--- src/rtl/serial_pkg.sv ---
// Shared types and line levels for the serial frame transmitter.
// The optional parity state is only used when SERIAL_TX_PARITY_EN is defined.
package serial_pkg;

    typedef enum logic [2:0] {
        IDLE   = 3'd0,
        START  = 3'd1,
        DATA   = 3'd2,
        PARITY = 3'd3,
        STOP   = 3'd4
    } tx_state_t;

    localparam int   DATA_BITS   = 8;
    localparam logic IDLE_LEVEL  = 1'b1;
    localparam logic START_LEVEL = 1'b0;

endpackage

--- src/rtl/serial_tx_bit_timer.sv ---
// Bit-period timer: counts 0..CLKS_PER_BIT-1 and flags the final cycle of each bit.
// tick is a flop that is high exactly while the count sits on its last value.
module bit_timer #(
    parameter int CLKS_PER_BIT = 16
) (
    input  logic clk,
    input  logic rst,
    input  logic clr,
    output logic tick
);

    localparam logic [7:0] LAST      = 8'(CLKS_PER_BIT - 1);
    localparam logic       ONE_CYCLE = (CLKS_PER_BIT == 1);

    logic [7:0] timer;

    // With a one-cycle bit every cycle is the last one, so tick never drops.
    always_ff @(posedge clk or negedge rst) begin
        if (!rst) begin
            timer <= '0;
            tick  <= ONE_CYCLE;
        end else if (clr || tick) begin
            timer <= '0;
            tick  <= ONE_CYCLE;
        end else begin
            timer <= timer + 8'd1;
            tick  <= (timer == LAST - 8'd1);
        end
    end

endmodule

--- src/rtl/serial_tx.sv ---
// Parallel-to-serial frame transmitter: start bit, 8 data bits LSB first, optional even
// parity (define SERIAL_TX_PARITY_EN), stop bit. Line idles high.
module serial_tx
    import serial_pkg::*;
#(
    parameter int CLKS_PER_BIT = 16
) (
    input  logic       clk,
    input  logic       rst,
    input  logic [7:0] data_in,
    input  logic       valid,
    output logic       ready,
    output logic       ser_out,
    output logic       busy,
    output logic [3:0] bit_idx,
    output logic       done
);

    localparam logic [2:0] ST_IDLE   = IDLE;
    localparam logic [2:0] ST_START  = START;
    localparam logic [2:0] ST_DATA   = DATA;
    localparam logic [2:0] ST_STOP   = STOP;
`ifdef SERIAL_TX_PARITY_EN
    localparam logic [2:0] ST_PARITY = PARITY;
`endif

    logic [2:0] state, state_nx;
    logic [7:0] shreg, shreg_nx;
    logic [3:0] idx_nx;
    logic       ser_nx;
    logic       tick;
    logic       clr;
`ifdef SERIAL_TX_PARITY_EN
    logic       par, par_nx;
`endif

    bit_timer #(.CLKS_PER_BIT(CLKS_PER_BIT)) u_timer (
        .clk  (clk),
        .rst  (rst),
        .clr  (clr),
        .tick (tick)
    );

    always_comb begin
        state_nx = state;
        shreg_nx = shreg;
        idx_nx   = bit_idx;
`ifdef SERIAL_TX_PARITY_EN
        par_nx   = par;
`endif
        case (state)
            ST_IDLE: begin
                if (valid) begin
                    state_nx = ST_START;
                    shreg_nx = data_in;
                    idx_nx   = 4'd0;
`ifdef SERIAL_TX_PARITY_EN
                    par_nx   = ^data_in;
`endif
                end
            end
            ST_START: begin
                if (tick) begin
                    state_nx = ST_DATA;
                    idx_nx   = 4'd1;
                end
            end
            ST_DATA: begin
                if (tick) begin
                    shreg_nx = shreg >> 1;
                    idx_nx   = bit_idx + 4'd1;
                    if (bit_idx == 4'(DATA_BITS)) begin
`ifdef SERIAL_TX_PARITY_EN
                        state_nx = ST_PARITY;
`else
                        state_nx = ST_STOP;
`endif
                    end
                end
            end
`ifdef SERIAL_TX_PARITY_EN
            ST_PARITY: begin
                if (tick) begin
                    state_nx = ST_STOP;
                    idx_nx   = bit_idx + 4'd1;
                end
            end
`endif
            ST_STOP: begin
                if (tick) begin
                    state_nx = ST_IDLE;
                    idx_nx   = 4'd0;
                end
            end
            default: begin
                state_nx = ST_IDLE;
                idx_nx   = 4'd0;
            end
        endcase
    end

    // The line level is decoded from the next state so it changes on the same edge as the FSM.
    always_comb begin
        ser_nx = IDLE_LEVEL;
        case (state_nx)
            ST_START:  ser_nx = START_LEVEL;
            ST_DATA:   ser_nx = shreg_nx[0];
`ifdef SERIAL_TX_PARITY_EN
            ST_PARITY: ser_nx = par_nx;
`endif
            default:   ser_nx = IDLE_LEVEL;
        endcase
    end

    assign clr   = (state_nx != state) || (state == ST_IDLE);
    assign ready = (state == ST_IDLE);
    assign busy  = (state != ST_IDLE);
    assign done  = (state == ST_STOP) && tick;

    always_ff @(posedge clk or negedge rst) begin
        if (!rst) begin
            state   <= ST_IDLE;
            shreg   <= '0;
            bit_idx <= '0;
            ser_out <= IDLE_LEVEL;
        end else begin
            state   <= state_nx;
            shreg   <= shreg_nx;
            bit_idx <= idx_nx;
            ser_out <= ser_nx;
        end
    end

`ifdef SERIAL_TX_PARITY_EN
    always_ff @(posedge clk or negedge rst) begin
        if (!rst) begin
            par <= 1'b0;
        end else begin
            par <= par_nx;
        end
    end
`endif

endmodule

--- config.mk ---
export PLATFORM = sky130hd
export DESIGN_NAME = serial_tx
export DESIGN_NICKNAME = d
export VERILOG_FILES = /design/src/rtl/serial_pkg.sv /design/src/rtl/serial_tx_bit_timer.sv /design/src/rtl/serial_tx.sv
export SDC_FILE = /design/constraint.sdc
export NUM_CORES = 1
export LEC_CHECK = 0
export ABC_AREA = 1
export ABC_CLOCK_PERIOD_IN_PS = 3400
export BUFFER_PORTS_ARGS = -buffer_cell sky130_fd_sc_hd__buf_2
export CAP_MARGIN = 20
export CORE_ASPECT_RATIO = 0.8
export CORE_MARGIN = 2
export CORE_UTILIZATION = 40
export DETAILED_ROUTE_END_ITERATION = 12
export PLACE_DENSITY = 0.7
export RECOVER_POWER = 25
export SLEW_MARGIN = 20
export SYNTH_ARGS = -nofsm -noshare
export SYNTH_HDL_FRONTEND = slang
export SYNTH_SLANG_ARGS = --single-unit
--- constraint.sdc ---
create_clock -name clk -period 3.4 [get_ports clk]
set_input_delay 0.34 -clock clk [delete_from_list [all_inputs] [get_ports clk]]
set_output_delay 0.34 -clock clk [all_outputs]
set_load 0.005 [all_outputs]
## Yosys cells after proc, flatten, opt, wreduce, memory -nomap -nowiden

Index checks and enable logic that the tools add are counted.

| word-level totals | value |
|---|---|
| logic and storage cells | 46 |
| output and inout port bits | 8 |
| register bits | 25 |
| input port bits | 11 |

| cells by class | value |
|---|---|
| $add $sub $neg | 2 |
| reduce and logical (&&, ||, !) cells | 8 |
| eq/ne operators | 12 |
| multiplexer cells | 17 |

Operators by type and width:

| cell | count |
|---|---|
| $mux W8 | 3 |
| $mux W4 | 4 |
| $pmux W4 S4 | 1 |
| $pmux W8 S2 | 1 |
| $mux W3 | 5 |
| $pmux W3 S4 | 1 |
| $add A8 B1 Y8 const B | 1 |
| $eq A8 B4 Y1 const B | 1 |
| $eq A3 B1 Y1 const B | 2 |
| $eq A3 B2 Y1 const B | 2 |
| $ne A2 B1 Y1 const B | 3 |
| $add A4 B1 Y4 const B | 1 |
| $eq A4 B4 Y1 const B | 1 |
| $reduce_and A4 Y1 | 1 |
| $eq A3 B3 Y1 const B | 1 |
| $logic_not A3 Y1 | 1 |
| $ne A3 B3 Y1 | 1 |
| $reduce_and A3 Y1 | 1 |
| $reduce_bool A3 Y1 | 1 |
| $logic_or A1 B1 Y1 | 2 |
| $ne A2 B2 Y1 const B | 1 |
| $pmux W1 S2 | 1 |
| $reduce_bool A2 Y1 | 1 |
| $logic_and A1 B1 Y1 | 1 |
| $mux W1 | 1 |

## Depth between registers and ports, before layout

Gate-level depths: netlist of the first run.

| logic depth | value |
|---|---|
| word-level depth | 8 |
| depth in mapped cells | 8 |
| mapped depth without buffers | 8 |

## Hierarchy

A second synthesis of the first run with hierarchy kept.

| unflattened totals | value |
|---|---|
| cell total of the unflattened synthesis | 174 |
| area total of the unflattened synthesis | 1,357.6 µm² |

By module, submodules not included:

| module | area an instance (µm²) | instances | sequential area each (µm²) | cells each |
|---|---|---|---|---|
| serial_tx | 919.6 | 1 | 401.6 | 123 |
| bit_timer | 437.9 | 1 | 225.2 | 51 |

## Least setup slack after synthesis of the first run

Ideal clock, no wire load.

| timing path | value |
|---|---|
| path kind | reg-to-reg |
| from | reg state[0] |
| to | reg shreg[1] |
| arrival time | 1.050 ns |
| buffers on the path | 0 |
| data required time | 3.276 ns |
| setup time | 0.124 ns |
| clock period less this slack | 1.174 ns |
| cell stages (with the launch flop) | 7 |
| slack | 2.226 ns |
| cells stage by stage | dfrtp_1 > nor2_4 > nand2_4 > nor2_4 > nor2_4 > nand2_1 > nand3_1 |

| between the ends | value |
|---|---|
| cells in the longest elaborated chain, start to end | 3 |
| elaborated cells on any way between the ends | 7 |
| classes of those cells | 3 x eq/ne; 1 x mux; 3 x reduce/logical |

Ends and longest elaborated chain:

| element | RTL line | text |
|---|---|---|
| start, declared | serial_tx.sv:27 | `logic [2:0] state, state_nx;` |
| start signal, assigned | serial_tx.sv:127 | `state <= state_nx;` |
| $eq A3 B2 Y1 / $logic_not A3 Y1 (equally long branches) | serial_tx.sv:51 | `case (state)` |
| $ne A2 B1 Y1 (no line) (tied with other cells) | -- |  |
| $reduce_and A3 Y1 (no line) | -- |  |
| end signal, assigned | serial_tx.sv:128 | `shreg <= shreg_nx;` |
| end, declared | serial_tx.sv:28 | `logic [7:0] shreg, shreg_nx;` |

Several ways; a longest one is shown, not always the timed one.
A chain may end at the register's enable or synchronous reset.

## Worst setup path in the final report of the first run

| timing path | value |
|---|---|
| from | reg state[0] |
| to | out ready |

| between the ends | value |
|---|---|
| cells in the longest elaborated chain, start to end | 1 |

Ends and longest elaborated chain:

| element | RTL line | text |
|---|---|---|
| $logic_not A3 Y1 | serial_tx.sv:116 | `assign ready = (state == ST_IDLE);` |
| end, declared | serial_tx.sv:12 | `output logic ready,` |

Every way passes these cells.

==> flow_metrics.env, run 1 <==
export IMPL_outcome="finished, final reports clean"
export IMPL_cp_top_family="flip-flops"
export IMPL_rows=18
export IMPL_fin_crit_sh=0.460
export IMPL_gp_congestion=0.807
export IMPL_drtIter0Drc=52
export IMPL_drive_gt1_frac=0.174
export IMPL_synth_fa_ha_area_frac=0.0366
export IMPL_cellPowerDensity_nw_per_um2=316
export IMPL_synth_top_family_by_area="simple AND/OR/NAND/NOR gates"
export IMPL_worst_setup_hold_path_clk_slew_ns=0.09
export IMPL_avgSynthCellArea_sq_um=7.65
export IMPL_synth_mux_area_frac=0
export IMPL_track_usage=0.150
export IMPL_crit_required_ns=3.06
export IMPL_grt_pass1_vias=1065
export IMPL_cts_sinks=25
export IMPL_clock_latency_ns=0.27
export IMPL_drv_cap=0
export IMPL_synthesis_area_sq_um=1370
export IMPL_nNetsFinal=217
export IMPL_worst_hold_slack_ns=0.264
export IMPL_fin_skew_ns=0.00749
export IMPL_cp_slowest_cell="dfrtp_1"
export IMPL_design_core_area_sq_um=3180
export IMPL_synth_compound_area_frac=0.0402
export IMPL_grt_overflow=0
export IMPL_slew_headroom=0.106
export IMPL_cts_max_path_buffers=2
export IMPL_die_w_microns=69.4
export IMPL_dieArea_sq_um=3910
export IMPL_ir_drop_mv=0.188
export IMPL_initial_core_util=0.431
export IMPL_cp_cell_sequence="nor2_4, nand2_4, inv_2, buf_2"
export IMPL_cp_max_fo=6
export IMPL_drtPass1Iterations=5
export IMPL_grt_max_degree=26
export IMPL_hold_path_class="input pin to flop"
export IMPL_post_cts_resized=0
export IMPL_port_buffer_count=18
export IMPL_max_freq_ghz=0.640
export IMPL_holdBufCountCts=0
export IMPL_antenna_found_initial=0
export IMPL_drc_errors=0
export IMPL_root_buffer="clkbuf_8"
export IMPL_maxSlewViolCount=0
export IMPL_synth_simple_area_share=0.396
export IMPL_wire_per_inst_microns=10.9
export IMPL_ys_seq_area_frac=0.458
export IMPL_postCtsSetupRepairBufs=0
export IMPL_cp_arrival_ns=1.22
export IMPL_area_growth_pct=13.4
export IMPL_netlist_cell_type_count=21
export IMPL_syn_num_nets=194
export IMPL_path_class="flop to output pin"
export IMPL_cts_tree="done"
export IMPL_setup_viol=0
export IMPL_fin_tns_setup_ns=0
export IMPL_start_kind="flop"
export IMPL_dieHeight_microns=56.3
export IMPL_crit_buf_inv=2
export IMPL_drt_total_wl_mm=2.62
export IMPL_period_needed_ns=1.56
export IMPL_rsz0062_at_grt="false"
export IMPL_ios=19
export IMPL_nFillCells=307
export IMPL_ant_nets=0
export IMPL_viasPerCell=4.76
export IMPL_num_antenna_cells=0
export IMPL_worst_pin_slew_ns=1.34
export IMPL_hold_violations=0
export IMPL_slowest_delay_ns=0.47
export IMPL_yosysWarningCount=0
export IMPL_grt_pass1_wl_mm=4.77
export IMPL_num_vias=1147
export IMPL_cts_htree_levels=1
export IMPL_dpl_hpwl_mm=1.94
export IMPL_setup_worst_path_end_class="output pin"
export IMPL_finalPower_mw=0.490
export IMPL_synth_cells=179
export IMPL_p_leak_nw=0.781
export IMPL_numCtsBuffers=3
export IMPL_ys_ff_latch=25
export IMPL_synth_xor_area_frac=0.00640
[sequential cells by signal, summed over array words and instances, names as in the netlist]
signal         cells
shreg              8
u_timer.timer      8
bit_idx            4
state              3
ser_out            1
u_timer.tick       1
[report_power, final]
group          leakage (nW)  switching [mW]  internal, mW
Sequential            0.299        0.000366         0.298
Combinational         0.460         0.00857       0.00449
Clock                0.0228          0.0949        0.0840
Total                 0.781           0.104         0.386
[worst reg2reg max path: stages, from the launching register on]
cell,delay (ns)
dfrtp_1,0.47
nor2_4,0.22
nand2_4,0.09
nor2_4,0.23
nor2_4,0.10
nand2_1,0.07
nand3_1,0.06
[metal layers]
metal,up-vias,track usage,part of all wire
met2,28,0.221,0.41
met5,-,0,0
li1,602,-,-
met4,0,0.0420,0.010
met3,4,0.0395,0.055
met1,513,0.216,0.53
[worst paths after layout]
check | start | endpoint | slack, ns | cells after the start
max in group asynchronous | rst | u_timer.timer[3]$_DFF_PN0_ | 2.26 | 1
setup / recovery | state[0]$_DFF_PN0_ | ready | 1.84 | 4
hold reg to reg | shreg[4]$_DFFE_PN0P_ | shreg[4]$_DFFE_PN0P_ | 0.49 | 2
setup reg to reg | state[0]$_DFF_PN0_ | shreg[3]$_DFFE_PN0P_ | 2.04 | 6
min in group asynchronous | rst | state[2]$_DFF_PN0_ | 0.34 | 1
hold / removal | data_in[7] | shreg[7]$_DFFE_PN0P_ | 0.26 | 3
[stage by stage]
stage	cell area (sq um)	setup slack, ns	util	instances
finish	1550	1.84	0.489	241
global route	1550	1.75	0.489	241
CTS	1550	1.83	0.489	241
detailed placement	1510	2.06	0.475	237
global placement	1510	2.09	0.475	237
floorplan	1370	2.23	-	179
[area by class of cell]
type                            count  area [sq um]  area share
Multi-Input combinational cell    131           656       0.422
Sequential cell                    25           627       0.404
Timing Repair Buffer               18          88.8      0.0572
Inverter                           23          86.3      0.0556
Tap cell                           40          50.0      0.0322
Clock buffer                        4          45.0      0.0290
[cell families (layout without fill, tap and decap cells)]
| logic type | Yosys count | in the layout |
|---|---|---|
| adders and majority gates | 4 | 4 |
| AOI/OAI and AO/OA | 10 | 10 |
| buffers and inverters | 23 | 45 |
| DFF | 25 | 25 |
| and+or+nand+nor | 116 | 116 |
| xor gates and xnor gates | 1 | 1 |
[cell usage in the layout, fill, tap and decap left out, drive strengths merged]
| master | instances |
|---|---|
| nor2 | 22 |
| dfstp | 1 |
| o21ai | 7 |
| dfrtp | 24 |
| o21bai | 1 |
| nor3 | 5 |
| xnor2 | 1 |
| ha | 4 |
| a21oi | 1 |
| buf | 17 |
| o21a | 1 |
| nand4 | 2 |
| nand3 | 18 |
| nand2 | 69 |
| inv | 23 |
| clkbuf | 5 |
[synthesized netlist by cell type (all sizes together)]
cell type	count	area [sq um]
nor2	22	120
dfstp	1	26.3
nand2	69	284
inv	23	86.3
nand4	2	12.5
xnor2	1	8.76
o21bai	1	7.51
ha	4	50.1
a21oi	1	5.00
nor3	5	30.0
o21a	1	7.51
dfrtp	24	601
o21ai	7	35.0
nand3	18	95.1
Power figures use the tool's default switching activity.
==> run 2, diff against run 1 <==
Settings changed: ABC_CLOCK_PERIOD_IN_PS 3400 to 1250, PLACE_DENSITY 0.7 to 0.72.
Clock period 3.4 ns to 1.25 ns, I/O delays scaled along.
==> flow_metrics.env, run 2 (synthesis results as in run 1) <==
export IMPL_outcome="complete, but fails checks"
export IMPL_violations="negative setup slack"
export IMPL_final_util=0.551
export IMPL_numCtsBuffers=3
export IMPL_cp_top_family="flip-flops"
export IMPL_dpl_worst_slack_ns=0.00886
export IMPL_period_needed_ns=1.29
export IMPL_grt_pass1_vias=1087
export IMPL_track_usage=0.145
export IMPL_max_freq_ghz=0.776
export IMPL_clock_latency_ns=0.27
export IMPL_numPlacedInstances=242
export IMPL_final_cell_mix="nand2_1 (60), inv_1 (20), dfrtp_1 (20)"
export IMPL_rsz0062_at_grt="true"
export IMPL_slew_headroom=0.588
export IMPL_nNetsFinal=233
export IMPL_dpl_hpwl_mm=1.86
export IMPL_maxSlewViolCount=0
export IMPL_crit_required_ns=1.12
export IMPL_drive_gt1_frac=0.318
export IMPL_root_buffer="clkbuf_8"
export IMPL_layout_cells_non_filler=257
export IMPL_path_class="flop to output pin"
export IMPL_p_leak_nw=0.876
export IMPL_setup_worst_path_end_class="output pin"
export IMPL_hold_path_class="input pin to flop"
export IMPL_viasPerCell=4.72
export IMPL_worst_pin_slew_ns=0.617
export IMPL_layout_top_registers="shreg: 8 flops, u_timer.timer: 8 flops, bit_idx: 4 flops"
export IMPL_dieArea_sq_um=3910
export IMPL_cp_cell_sequence="nor2_4, nand2_4, inv_2, buf_2"
export IMPL_timing_rr_start="state[2]$_DFF_PN0_"
export IMPL_grt_max_degree=26
export IMPL_setup_viol=4
export IMPL_rows=18
export IMPL_die_w_microns=69.4
export IMPL_cp_max_fo=4
export IMPL_cp_slowest_cell="dfrtp_2"
export IMPL_ios=19
export IMPL_antenna_found_initial=0
export IMPL_initial_core_util=0.431
export IMPL_drt_total_wl_mm=2.80
export IMPL_port_buffer_count=18
export IMPL_cts_tree="done"
export IMPL_hold_path_depth=3
export IMPL_reg2reg_depth=6
export IMPL_cts_max_path_buffers=2
export IMPL_holdCritStartpoint="data_in[7]"
export IMPL_worst_setup_hold_path_clk_slew_ns=0.09
export IMPL_num_vias=1213
export IMPL_cts_htree_levels=1
export IMPL_drtPass1Iterations=4
export IMPL_r2r_slack_ns=-0.01
export IMPL_drv_cap=0
export IMPL_wire_per_inst_microns=10.9
export IMPL_num_antenna_cells=0
export IMPL_hold_violations=0
export IMPL_hold_end="shreg[7]$_DFFE_PN0P_"
export IMPL_area_growth_pct=27.8
export IMPL_drc_errors=0
export IMPL_ant_nets=0
export IMPL_dieHeight_microns=56.3
export IMPL_fin_skew_ns=0.00799
export IMPL_final_common_cell="nand2_1"
export IMPL_cp_arrival_ns=1.16
export IMPL_start_kind="flop"
export IMPL_cts_sinks=25
export IMPL_grt_pass1_wl_mm=4.57
export IMPL_drtIter0Drc=74
export IMPL_crit_buf_inv=2
export IMPL_fin_crit_sh=1.03
export IMPL_grt_overflow=0
export IMPL_gp_congestion=0.783
export IMPL_ir_drop_mv=0.468
export IMPL_cellPowerDensity_nw_per_um2=754
export IMPL_slowest_delay_ns=0.44
export IMPL_design_core_area_sq_um=3180
export IMPL_r2r_end="shreg[5]$_DFFE_PN0P_"
export IMPL_fin_ws_ns=-0.0386
run 2: cell type report:
| class | instances | area, sq um |
|---|---|---|
| fillers | 287 | 1430 |
| multi-input cells | 132 | 727 |
| clock buffers | 4 | 45.0 |
| well taps | 40 | 50.0 |
| inverters | 23 | 86.3 |
| repair buffers | 33 | 209 |
| flip-flops and latches | 25 | 632 |
run 2: worst max path at each step:
stage,startpoint,endpoint,slack (ns),cells past startpoint
global placement,state[0]$_DFF_PN0_,shreg[3]$_DFFE_PN0P_,0.01,6
CTS,state[0]$_DFF_PN0_,done,-0.04,4
floorplan,state[0]$_DFF_PN0_,shreg[1]$_DFFE_PN0P_,0.08,6
global route,state[0]$_DFF_PN0_,ready,-0.10,4
finish,state[2]$_DFF_PN0_,ready,-0.04,4
detailed placement,state[0]$_DFF_PN0_,shreg[2]$_DFFE_PN0P_,0.009,6
run 2: power by group:
part / switching [mW] / internal, mW / total [mW]
Sequential: 0.000932 / 0.810 / 0.811
Combinational: 0.0241 / 0.0148 / 0.0388
Clock: 0.242 / 0.228 / 0.470
run 2: repair_timing:
item / CTS / global route
gates cloned: 0 / 1
hold endpoints to repair: 24 / 0
pin swaps: 4 / 6
gates resized for setup: 2 / 22
hold buffers: 1 / 0
setup buffers: 5 / 4
endpoints found under the setup margin: 4 / 26
run 2: metal layers:
| layer | wire, microns | GRT usage |
|---|---|---|
| met5 | 0 | 0 |
| met4 | 45 | 0.0588 |
| met3 | 154 | 0.0449 |
| met2 | 1220 | 0.214 |
| met1 | 1380 | 0.198 |
run 2: stage by stage:
step | hold slack (ns) | setup TNS (ns) | power [mW] | area [sq um]
floorplan | -0.171 | 0 | 0.832 | 1370
global placement | 0.148 | 0 | 0.863 | 1550
detailed placement | 0.148 | 0 | 0.864 | 1550
CTS | 0.0438 | -0.205 | 1.35 | 1640
global route | 0.0595 | -1.09 | 1.40 | 1750
finish | 0.0558 | -0.0847 | 1.32 | 1750
run 2: worst min-delay path, cell delays in order:
cell     delay (ns)
buf_2          0.07
nand2_1        0.04
nand2_1        0.05
